## config.mk

```make
export PLATFORM = sky130hd
export DESIGN_NAME = anneal_scheduler
export DESIGN_NICKNAME = d
export VERILOG_FILES = /design/src/rtl/anneal_scheduler.sv
export SDC_FILE = /design/constraint.sdc
export NUM_CORES = 1
export LEC_CHECK = 0
export CAP_MARGIN = 20
export CELL_PAD_IN_SITES_DETAIL_PLACEMENT = 1
export CELL_PAD_IN_SITES_GLOBAL_PLACEMENT = 2
export CORE_ASPECT_RATIO = 1.25
export CORE_MARGIN = 2
export CORE_UTILIZATION = 33
export DETAILED_ROUTE_END_ITERATION = 10
export DONT_BUFFER_PORTS = 1
export PLACE_DENSITY = 0.76
export SLEW_MARGIN = 10
export SYNTH_ARGS = -nofsm -noshare
export SYNTH_HDL_FRONTEND = slang
export SYNTH_SLANG_ARGS = --single-unit
```

## constraint.sdc

```tcl
create_clock -name clk -period 3.8 [get_ports clk]
set_clock_uncertainty 0.2 [all_clocks]
set_input_delay 0.38 -clock clk [delete_from_list [all_inputs] [get_ports clk]]
set_output_delay 0.38 -clock clk [all_outputs]
set_load 0.005 [all_outputs]
```

## src/rtl/anneal_scheduler.sv

```systemverilog
// Purpose: sequences an annealing run (N spins x S sweeps) into a stream of flip decisions.
// Latency: 1 cycle from SAMPLE entry to flip_valid; SETTLE/SAMPLE bubble between decisions.
// Backpressure: valid/ready on the flip port; decision held stable until flip_ready.
//
// Ports:
//   clk, rst              rising-edge clock, synchronous active-high reset
//   start, abort          run control (start sampled in IDLE only, abort ignored in IDLE)
//   cfg_*                 run configuration, latched when start is accepted
//   sel_in                registered select from the perturb selector
//   perturb_prob          probability driven to the perturb selector (per sweep)
//   sel_seed, sel_rst     reseed pulse for the perturb selector
//   flip_valid/ready      handshake for flip_idx/flip_en decisions
//   sweep_idx             current sweep number
//   busy, done            status; done pulses once at normal completion
module anneal_scheduler (
  input  logic       clk,
  input  logic       rst,
  input  logic       start,
  input  logic       abort,
  input  logic [7:0] cfg_spins,
  input  logic [7:0] cfg_sweeps,
  input  logic [7:0] cfg_prob_init,
  input  logic [7:0] cfg_prob_step,
  input  logic [7:0] cfg_prob_min,
  input  logic [7:0] cfg_seed,
  input  logic       sel_in,
  output logic [7:0] perturb_prob,
  output logic [7:0] sel_seed,
  output logic       sel_rst,
  output logic       flip_valid,
  input  logic       flip_ready,
  output logic [7:0] flip_idx,
  output logic       flip_en,
  output logic [7:0] sweep_idx,
  output logic       busy,
  output logic       done
);

  typedef enum logic [2:0] {
    IDLE   = 3'd0,
    SEED   = 3'd1,
    SETTLE = 3'd2,
    SAMPLE = 3'd3,
    ISSUE  = 3'd4,
    FIN    = 3'd5
  } state_t;

  state_t state_q, state_d;

  // Latched run configuration (the initial probability lives in perturb_prob).
  logic [7:0] spins_q;
  logic [7:0] sweeps_q;
  logic [7:0] step_q;
  logic [7:0] min_q;
  logic [7:0] seed_q;

  logic       accept;
  logic       empty_run;
  logic       abort_run;
  logic       hs;
  logic       last_spin;
  logic       last_sweep;
  logic [8:0] floor_plus_step;
  logic [7:0] prob_next;

  // ---------------------------------------------------------------
  // Next-state and decoded outputs
  // ---------------------------------------------------------------
  always_comb begin
    state_d    = state_q;
    accept     = 1'b0;
    empty_run  = (cfg_spins == 8'd0) || (cfg_sweeps == 8'd0);
    abort_run  = abort && (state_q != IDLE);
    hs         = (state_q == ISSUE) && flip_valid && flip_ready;
    last_spin  = (flip_idx == spins_q - 8'd1);
    last_sweep = (sweep_idx == sweeps_q - 8'd1);

    case (state_q)
      IDLE: begin
        if (start) begin
          accept  = 1'b1;
          state_d = empty_run ? FIN : SEED;
        end
      end
      SEED:   state_d = SETTLE;
      SETTLE: state_d = SAMPLE;
      SAMPLE: state_d = ISSUE;
      ISSUE: begin
        if (hs) begin
          if (!last_spin)      state_d = SAMPLE;
          else if (last_sweep) state_d = FIN;
          else                 state_d = SETTLE;
        end
      end
      FIN:     state_d = IDLE;
      default: state_d = IDLE;
    endcase

    // Abort overrides every transition out of a busy state.
    if (abort_run) begin
      state_d = IDLE;
    end
  end

  always_ff @(posedge clk) begin
    if (rst) begin
      state_q <= IDLE;
    end else begin
      state_q <= state_d;
    end
  end

  // Outputs decoded from state are qualified with abort so an aborted
  // SEED or FIN cycle never leaks a reseed or completion pulse.
  assign busy     = (state_q != IDLE);
  assign done     = (state_q == FIN) && !abort;
  assign sel_rst  = (state_q == SEED) && !abort;
  assign sel_seed = sel_rst ? seed_q : 8'd0;

  // ---------------------------------------------------------------
  // Probability decay: computed one bit wider so min+step cannot wrap;
  // the result never drops below the floor and never increases.
  // ---------------------------------------------------------------
  assign floor_plus_step = {1'b0, min_q} + {1'b0, step_q};

  always_comb begin
    prob_next = perturb_prob;
    if ({1'b0, perturb_prob} >= floor_plus_step) begin
      prob_next = perturb_prob - step_q;
    end else if (perturb_prob > min_q) begin
      prob_next = min_q;
    end
  end

  // ---------------------------------------------------------------
  // Datapath and configuration registers
  // ---------------------------------------------------------------
  always_ff @(posedge clk) begin
    if (rst) begin
      spins_q      <= 8'd0;
      sweeps_q     <= 8'd0;
      step_q       <= 8'd0;
      min_q        <= 8'd0;
      seed_q       <= 8'd0;
      perturb_prob <= 8'd0;
      flip_idx     <= 8'd0;
      sweep_idx    <= 8'd0;
      flip_en      <= 1'b0;
      flip_valid   <= 1'b0;
    end else if (abort_run) begin
      flip_valid <= 1'b0;
    end else begin
      case (state_q)
        IDLE: begin
          if (accept) begin
            spins_q  <= cfg_spins;
            sweeps_q <= cfg_sweeps;
            step_q   <= cfg_prob_step;
            min_q    <= cfg_prob_min;
            seed_q   <= cfg_seed;
            if (!empty_run) begin
              perturb_prob <= cfg_prob_init;
              flip_idx     <= 8'd0;
              sweep_idx    <= 8'd0;
            end
          end
        end
        SAMPLE: begin
          flip_en    <= sel_in;
          flip_valid <= 1'b1;
        end
        ISSUE: begin
          if (hs) begin
            flip_valid <= 1'b0;
            if (!last_spin) begin
              flip_idx <= flip_idx + 8'd1;
            end else if (!last_sweep) begin
              // Sweep boundary: the only place the probability moves mid-run.
              flip_idx     <= 8'd0;
              sweep_idx    <= sweep_idx + 8'd1;
              perturb_prob <= prob_next;
            end
          end
        end
        default: ;
      endcase
    end
  end

endmodule

```

After elaboration in Yosys (flattened, before gate mapping). Cells that the tools add are included.

Reductions and logical operators: 21. Bitwise operators: 1. Shifts and indexed selects: 0. Div/mod/pow operators: 0. $lt $le $gt $ge: 2. Muxes and demuxes: 29. $mul: 0. Add/sub/neg operators: 6. Eq/ne operators: 15.

Operators with widths (number): $mux 8 (16); $pmux 8 s2 (3); $add 8x1->8 const B (2); $eq 8x8->1 (2); $logic_not 8->1 (2); $sub 8x1->8 const B (2); $mux 3 (5); $pmux 3 s5 (1); $ne 2x2->1 const B (6); $add 8x8->9 (1); $ge 8x9->1 (1); $gt 8x8->1 (1); $reduce_and 8->1 (1); $sub 8x8->8 (1); $reduce_and 7->1 (1); $eq 3x2->1 const B (2); $eq 3x3->1 const B (2); $reduce_and 2->1 (3); $reduce_and 6->1 (1); $logic_and 1x1->1 (5); $reduce_bool 2->1 (2); $eq 3x1->1 const B (1); $logic_not 3->1 (1); $mux 1 (3); other kinds (9) (9).

Memories kept: 0. Logic and storage cells: 85. Output and inout bits: 37. Input port bits: 54. Register bits: 69. Memory bits (read-only): 0. Bits in latches: 0. Bits in writable memories: 0.

Longest topological paths before layout. Gate-level depths: netlist of the first run.

Depth in word-level cells: 7. Gate-level depth with buffers: 17. Mapped depth without buffers: 16.

Worst setup path after synthesis of the first run. No wires, ideal clock.

Kind: register -> register. Start: register step_q[1]. End: register perturb_prob[0]. Stages on the path, launching flop included: 18. Path buffers: 1. Required time: 3.514 ns. Arrival time: 3.301 ns. Setup slack: 0.213 ns. Clock period less this slack: 3.587 ns. Setup time: 0.086 ns. Cells stage by stage: dfxtp_1 > ha_1 > a21o_1 > a21oi_1 > o21bai_1 > a21oi_1 > o21bai_1 > a21oi_1 > xor2_1 > ha_1 > a2111oi_0 > nand2_1 > o211a_1 > or2b_2 > o211ai_4 > buf_6 > a211oi_1 > a211oi_1.

Longest elaborated chain between the ends: 7. Elaborated cells between the ends (all ways): 9. Those cells by class: add/sub (1); order compare (1); eq/ne (1); mux (5); reduce/logical (1).

RTL lines: from (decl) (line 53) `logic [7:0] step_q;`; from (signal assigned) (line 158) `step_q <= cfg_prob_step;`; $add 8x8->9 * (line 124) `assign floor_plus_step = {1'b0, min_q} + {1'b0, step_q};`; $ge 8x9->1 * (line 128) `if ({1'b0, perturb_prob} >= floor_plus_step) begin`; $mux 8 (line 128); $mux 8 (line 177) `end else if (!last_sweep) begin`; $mux 8 (line 175) `if (!last_spin) begin`; $mux 8 (line 173) `if (hs) begin`; $pmux 8 s2 (line 153) `case (state_q)`; to (signal assigned) (line 162) `perturb_prob <= cfg_prob_init;`; to (signal assigned) (line 181) `perturb_prob <= prob_next;`; to (decl) (line 27) `output logic [7:0] perturb_prob,`.

Mark *: on every way between the ends. The rest lies on a longest branch, timed or not. The select of a mux whose other input is x is not followed. A chain may end at the register's enable or synchronous reset.

Final worst setup path of the first run.
Start: register step_q[1]. End: register perturb_prob[7].

Longest elaborated chain between the ends: 7. Elaborated cells between the ends (all ways): 10. Those cells by class: add/sub (2); order compare (1); eq/ne (1); mux (5); reduce/logical (1).

RTL lines (line): $add 8x8->9 (124); $ge 8x9->1 (128); $mux 8 (128); $mux 8 (177); $mux 8 (175); $mux 8 (173); $pmux 8 s2 (153).

Parallel ways exist; a longest one is shown, timed or not. The select of a mux whose other input is x is not followed.

==> results.md, run 1 <==
* Crit Path Category: reg2reg
* Synth Area in Adders at 10.7%
* R2r setup slk at 210 ps
* DR DRC count at 0
* Register area at 1380 um2
* Min Tclk post-route at 3590 ps
* Post-Synthesis Cell Area at 4480 um2
* 1st-iter DRT viols at 103
* Setup slack after layout at 211 ps
* Crit path capture type: register
* Mux contribution to synthesized area at 1.12%
* Total Die Area at 14500 um2
* Required @ worst endpoint at 3820 ps
* Vias in the first global route at 4448
* Synthesized area per cell at 7.87 um2
* Top cells by area, synth: dfxtp_1 (31%), ha_1 (9.8%), nand2_1 (8.6%), a21oi_1 (7.4%), xor2_1 (4.1%)
* Chip Width at 108 um
* CP Max Fanout at 7
* GP Congestion at 0.823
* Slew Limit Fails at 0
* Antenna diodes at 0
* Xor and xnor area share after synthesis at 8.02%
* Most instantiated cells after synthesis: nand2_1 (102), dfxtp_1 (69), a21oi_1 (66)
* Cell count after synthesis at 569
* Clock sink count at 69
* CTS Buffer Depth at 2
* Prevailing post-synth register cell: dfxtp_1
* Setup-failing EPs final at 0
* DR pass1 iterations at 4
* Routed wire length at 13400 um
* Most common cell in the synthesized netlist: nand2_1
* Ys async rst share at 0%
* Top cell type's share of synthesized area at 30.9%
* Vias/cell at 5.30
* Status: finished, final reports clean
* Max Cap Violations at 0
* Pin count of the biggest net entering global routing at 51
* Post-synth EDFFs at 0
* Post-layout util at 41.5%
* Total clock buffers created by CTS at 9
* Compound-cell area share of the yosys netlist at 20.0%
* Synth area leader: dfxtp_1
* Initial antenna violation count at 0
* Cell row count at 47
* Synth Area in Simple Gates at 24.5%
* Total number of yosys warnings at 0
* Via count at 4174
* Worst endpoint data arrival time at 3610 ps
* Cell variety after synth at 65
* Fin nets at 703
* VDD IR max at 0.000169 V
* H-tree depth at 3
* Fmax at 0.279 GHz
* Wirelength per Cell at 17.0 um
* Congestion Overflow GR at 0
* Die Ht at 134 um
* GRT Overall Usage at 19.1%
* CTS tree: done
* Fill count at 1587
* Total Power at 2.50 mW
* Main combinational cell family by area after synthesis: simple AND/OR/NAND/NOR gates
* Dpl ws at -16.5 ps
* Final HPWL DP at 9910 um
* Clk slew on worst S/H paths at 60 ps
* PwrDens at 455 nW/um2
* Hold WC Path Type: in2reg
* Mapped Nets at 660
* Final ANT Viol Nets at 0
* RSZ-0062 raised after global routing: no
* Synthesis-to-finish area growth at 22.6%
* Rel. slew slack at 35.0%
* IO Count at 91
* Synth Register Bits at 69
* Clk_lat worst skew at 340 ps
* Multi-input logic area at 2920 um2
* Share of cells above drive strength 1 at 9.40%
* Core footprint at 13200 um2
* Critical Path Start Type: register
* P_leak at 2.16 nW
* Sequential element share of the synthesized area at 30.9%
* First-pass GRT wire length at 21800 um
* Clock root buffer: clkbuf_16
* Initial Util at 33.8%
* Fin. Hold Viols at 0
* Final Cycle Share at 94.5%
* IO Port Bufs at 0
* Least-Margin Pin Slew at 973 ps
==> per-stage QoR <==
| stage | cells | setup TNS (ps) | area (um2) | hold slack [ps] |
|---|---|---|---|---|
| 5_1_grt | 788 | 0 | 5490 | 6.77 |
| 3_3_place_gp | 728 | 0 | 4670 | 233 |
| 2_1_floorplan | 569 | 0 | 4480 | 229 |
| 3_5_place_dp | 728 | -58.9 | 4670 | 242 |
| 6_report | 788 | 0 | 5490 | 3.12 |
| 4_1_cts | 785 | 0 | 5430 | 1.48 |
==> flip-flops by register name, summed over array words and instances, names as in the netlist <==
name / cells
seed_q: 8
spins_q: 8
sweep_idx: 8
step_q: 8
min_q: 8
sweeps_q: 8
perturb_prob: 8
flip_idx: 8
flip_en: 1
flip_valid: 1
state_q: 3
==> critical path, cell delays in order (launching register included) <==
cell       delay, ps
dfxtp_2          330
ha_1             290
a21o_1           170
a21oi_2          150
o21bai_1         100
a21oi_2          200
o21bai_1          80
a21oi_1          160
xor2_1            90
ha_1             210
a2111oi_2        300
nand2_1           90
o211a_1          230
or2b_4           260
o211ai_4         200
buf_12           150
buf_12           100
a211o_1          100
a21oi_2           50
==> layout make-up <==
type / count / share of cell area, %
Clock buffer: 13 / 4.74
Clock inverter: 3 / 0.798
Inverter: 28 / 1.92
Multi-Input combinational cell: 450 / 53.2
Sequential cell: 69 / 25.2
Tap cell: 171 / 3.90
Timing Repair Buffer: 54 / 10.3
==> cells in the final DEF (no fill, tap or decap), drive strengths merged, types with 2 or more instances in the layout <==
master,count
a211o,7
a21o,6
and2,15
a211oi,8
o22ai,2
nand4,9
or2,2
nor4,8
nor2b,9
a31oi,4
nand2,102
or3,4
inv,28
xnor2,20
o31ai,2
xor2,21
a41oi,2
nand2b,4
nand3,13
o21a,4
ha,35
and3,5
and3b,2
mux2i,5
clkbuf,13
fa,2
clkinv,2
nor2,43
nor3,9
dfxtp,69
buf,17
a21oi,67
o211ai,2
dlygate4sd3,37
o21ai,15
o21bai,6
o2111ai,2
==> where the power goes <==
part	internal (mW)	switching [mW]	total, mW	leakage, nW
logic	0.352	0.419	0.771	1.44
registers	0.779	0.0690	0.848	0.565
clock network	0.545	0.332	0.877	0.150
==> worst paths after layout <==
check                       start              end  cells past startpoint
setup reg to reg        step_q[1]  perturb_prob[7]                     18
hold / removal    cfg_prob_min[7]         min_q[7]                      2
setup / recovery        step_q[1]  perturb_prob[7]                     18
hold reg to reg         seed_q[2]        seed_q[2]                      2
==> cells by family (layout without fill, tap and decap cells) <==
family / Yosys count / after routing
compound gates: 136 / 136
buf+inv: 50 / 98
xor+xnor: 41 / 41
fa+ha+maj: 37 / 37
simple gates: 231 / 231
mux: 5 / 5
flops: 69 / 69
==> repair_timing <==
action | in CTS | in global routing
setup buffers | 2 | 2
pin swaps | 2 | 9
cloned | 1 | 0
setup endpoints to repair | 6 | 8
hold endpoints to repair | 50 | 0
resized for setup | 3 | 12
hold buffers | 38 | 0
==> layer usage <==
layer  track usage [%]  wire length [um]
met2              36.1              7160
met4              6.13               287
met3              4.28               530
met5                 0                 0
met1              20.6              5430
Power figures use the tool's default switching activity.
==> run 2, diff against run 1 <==
--- a/config.mk
+++ b/config.mk
@@ -10,10 +10,10 @@
 export CELL_PAD_IN_SITES_GLOBAL_PLACEMENT = 2
 export CORE_ASPECT_RATIO = 1.25
 export CORE_MARGIN = 2
-export CORE_UTILIZATION = 33
+export CORE_UTILIZATION = 37
 export DETAILED_ROUTE_END_ITERATION = 10
 export DONT_BUFFER_PORTS = 1
-export PLACE_DENSITY = 0.76
+export PLACE_DENSITY = 0.8
 export SLEW_MARGIN = 10
 export SYNTH_ARGS = -nofsm -noshare
 export SYNTH_HDL_FRONTEND = slang
==> constraint.sdc (replaced) <==
create_clock -name clk -period 3.86 [get_ports clk]
set_clock_uncertainty 0.2 [all_clocks]
set_input_delay 0.386 -clock clk [delete_from_list [all_inputs] [get_ports clk]]
set_output_delay 0.386 -clock clk [all_outputs]
set_load 0.005 [all_outputs]
==> results.md, run 2 (same netlist as run 1, synthesis figures left out) <==
* Pin count of the biggest net entering global routing at 51
* Critical Path Start Type: register
* Antenna diodes at 0
* Die Ht at 127 um
* Total clock buffers created by CTS at 9
* P_leak at 2.12 nW
* Max Cap Violations at 0
* Cell row count at 44
* IO Count at 91
* Share of cells above drive strength 1 at 8.52%
* Worst r2r src: step_q[1]
* Required @ worst endpoint at 3870 ps
* Setup slack after layout at 205 ps
* Worst setup startpoint: step_q[1]
* Wirelength per Cell at 17.3 um
* Clk_lat worst skew at 340 ps
* Final Cycle Share at 94.7%
* Psw at 805 uW
* Vias in the first global route at 4589
* Clk pwr share at 38.6%
* Congestion Overflow GR at 0
* Total Power at 2.54 mW
* IO Port Bufs at 0
* Most frequent cells in the layout: nand2_1 (102), dfxtp_1 (66), a21oi_1 (62)
* Core footprint at 11700 um2
* GP Congestion at 0.815
* CP Max Fanout at 8
* PwrDens at 469 nW/um2
* Clock root buffer: clkbuf_16
* Crit Path Category: reg2reg
* DR pass1 iterations at 4
* Vias/cell at 5.45
* Final ANT Viol Nets at 0
* Commonest non-fill, non-tap cell in the layout: nand2_1
* Int Power at 1.74 mW
* Crit path capture: perturb_prob[7]
* 1st-iter DRT viols at 115
* Finished Cell Area at 5430 um2
* Clk slew on worst S/H paths at 60 ps
* Initial Util at 38.2%
* Rel. slew slack at 40.9%
* CTS Buffer Depth at 2
* Least-Margin Pin Slew at 885 ps
* Worst endpoint data arrival time at 3670 ps
* Status: finished, final reports clean
* DR DRC count at 0
* Fin. Hold Viols at 0
* RSZ-0062 raised after global routing: yes
* Total Die Area at 13000 um2
* Min Tclk post-route at 3650 ps
* Fin nets at 696
* Slew Limit Fails at 0
* Sequential share of power at 33.0%
* Clock sink count at 69
* Worst r2r dst: perturb_prob[7]
* VDD IR max at 0.000198 V
* Synthesis-to-finish area growth at 21.2%
* Via count at 4205
* Hold WC Path Type: in2reg
* Routed wire length at 13300 um
* Final HPWL DP at 9470 um
* Setup-failing EPs final at 0
* Fill count at 1409
* H-tree depth at 3
* Dpl ws at -34.9 ps
* Crit path capture type: register
* R2r setup slk at 210 ps
* Sw Ratio at 31.7%
* Chip Width at 102 um
* GRT Overall Usage at 21.7%
* Logic pwr share at 28.4%
* First-pass GRT wire length at 22400 um
* Fmax at 0.274 GHz
* Cell area after placement at 4630 um2
* R2R depth at 18
* Post-layout util at 46.3%
* CTS tree: done
* Initial antenna violation count at 0
-- run 2: power by group through the flow --
stage               Combinational, mW  Sequential (mW)  Clock, mW
finish                          0.722            0.838      0.983
global route                    0.815            0.849       1.03
CTS                             0.719            0.839       1.00
detailed placement              0.663            0.854          0
global placement                0.638            0.850          0
floorplan                       0.529            0.827          0
-- run 2: timing repair --
item | CTS | global route
setup endpoints to repair | 6 | 8
hold buffers | 39 | 0
hold endpoints to repair | 50 | 0
setup buffers | 0 | 2
resized for setup | 4 | 9
pin swaps | 1 | 6
-- run 2: area by class of cell --
type	count	area [um2]	area share, %
clock buffer	11	243	4.47
multi-input combinational	450	2910	53.6
tap	161	201	3.71
inverter	28	105	1.94
sequential	69	1390	25.5
timing repair buffer	47	473	8.72
clock inverter	5	108	1.98
-- run 2: layer usage --
metal  track usage, %  vias to the layer above  wire, um
met5                0                        -         0
met4             9.88                        0       442
met3             3.61                       31       362
met2             41.0                       67      7200
met1             23.0                     2056      5300
li1                 -                     2051         -
-- run 2: how the worst min path moves through the flow --
| stage | end | slack, ps | cells after the start | start |
|---|---|---|---|---|
| after floorplan | seed_q[0] | 230 | 2 | seed_q[0] |
| after global placement | seed_q[2] | 230 | 2 | seed_q[2] |
| after detailed placement | seed_q[4] | 240 | 2 | seed_q[4] |
| after CTS | sweeps_q[4] | 0.4 | 2 | cfg_sweeps[4] |
| after global routing | flip_en | 20 | 2 | sel_in |
| final | sweeps_q[5] | 5 | 2 | cfg_sweeps[5] |
-- run 2: worst max-delay path: stages (launching register included) --
cell and delay, ps:
dfxtp_2 340, ha_1 300, a21o_1 170, a21oi_2 160, o21bai_1 90, a21oi_2 170
o21bai_1 100, a21oi_2 130, xor2_1 70, ha_1 210, a2111oi_2 300, nand2_1 100
o211a_1 230, or2b_2 310, o211ai_4 180, buf_12 130, buf_4 160, a211o_1 110
a21oi_1 50
-- run 2: through the flow --
stage / std cells / setup TNS, ps / hold slack, ps
after floorplan: 569 / 0 / 229
after global placement: 714 / 0 / 234
after detailed placement: 714 / -64.2 / 238
after CTS: 769 / 0 / 0.364
after global routing: 771 / -23.8 / 20.2
final: 771 / 0 / 4.70
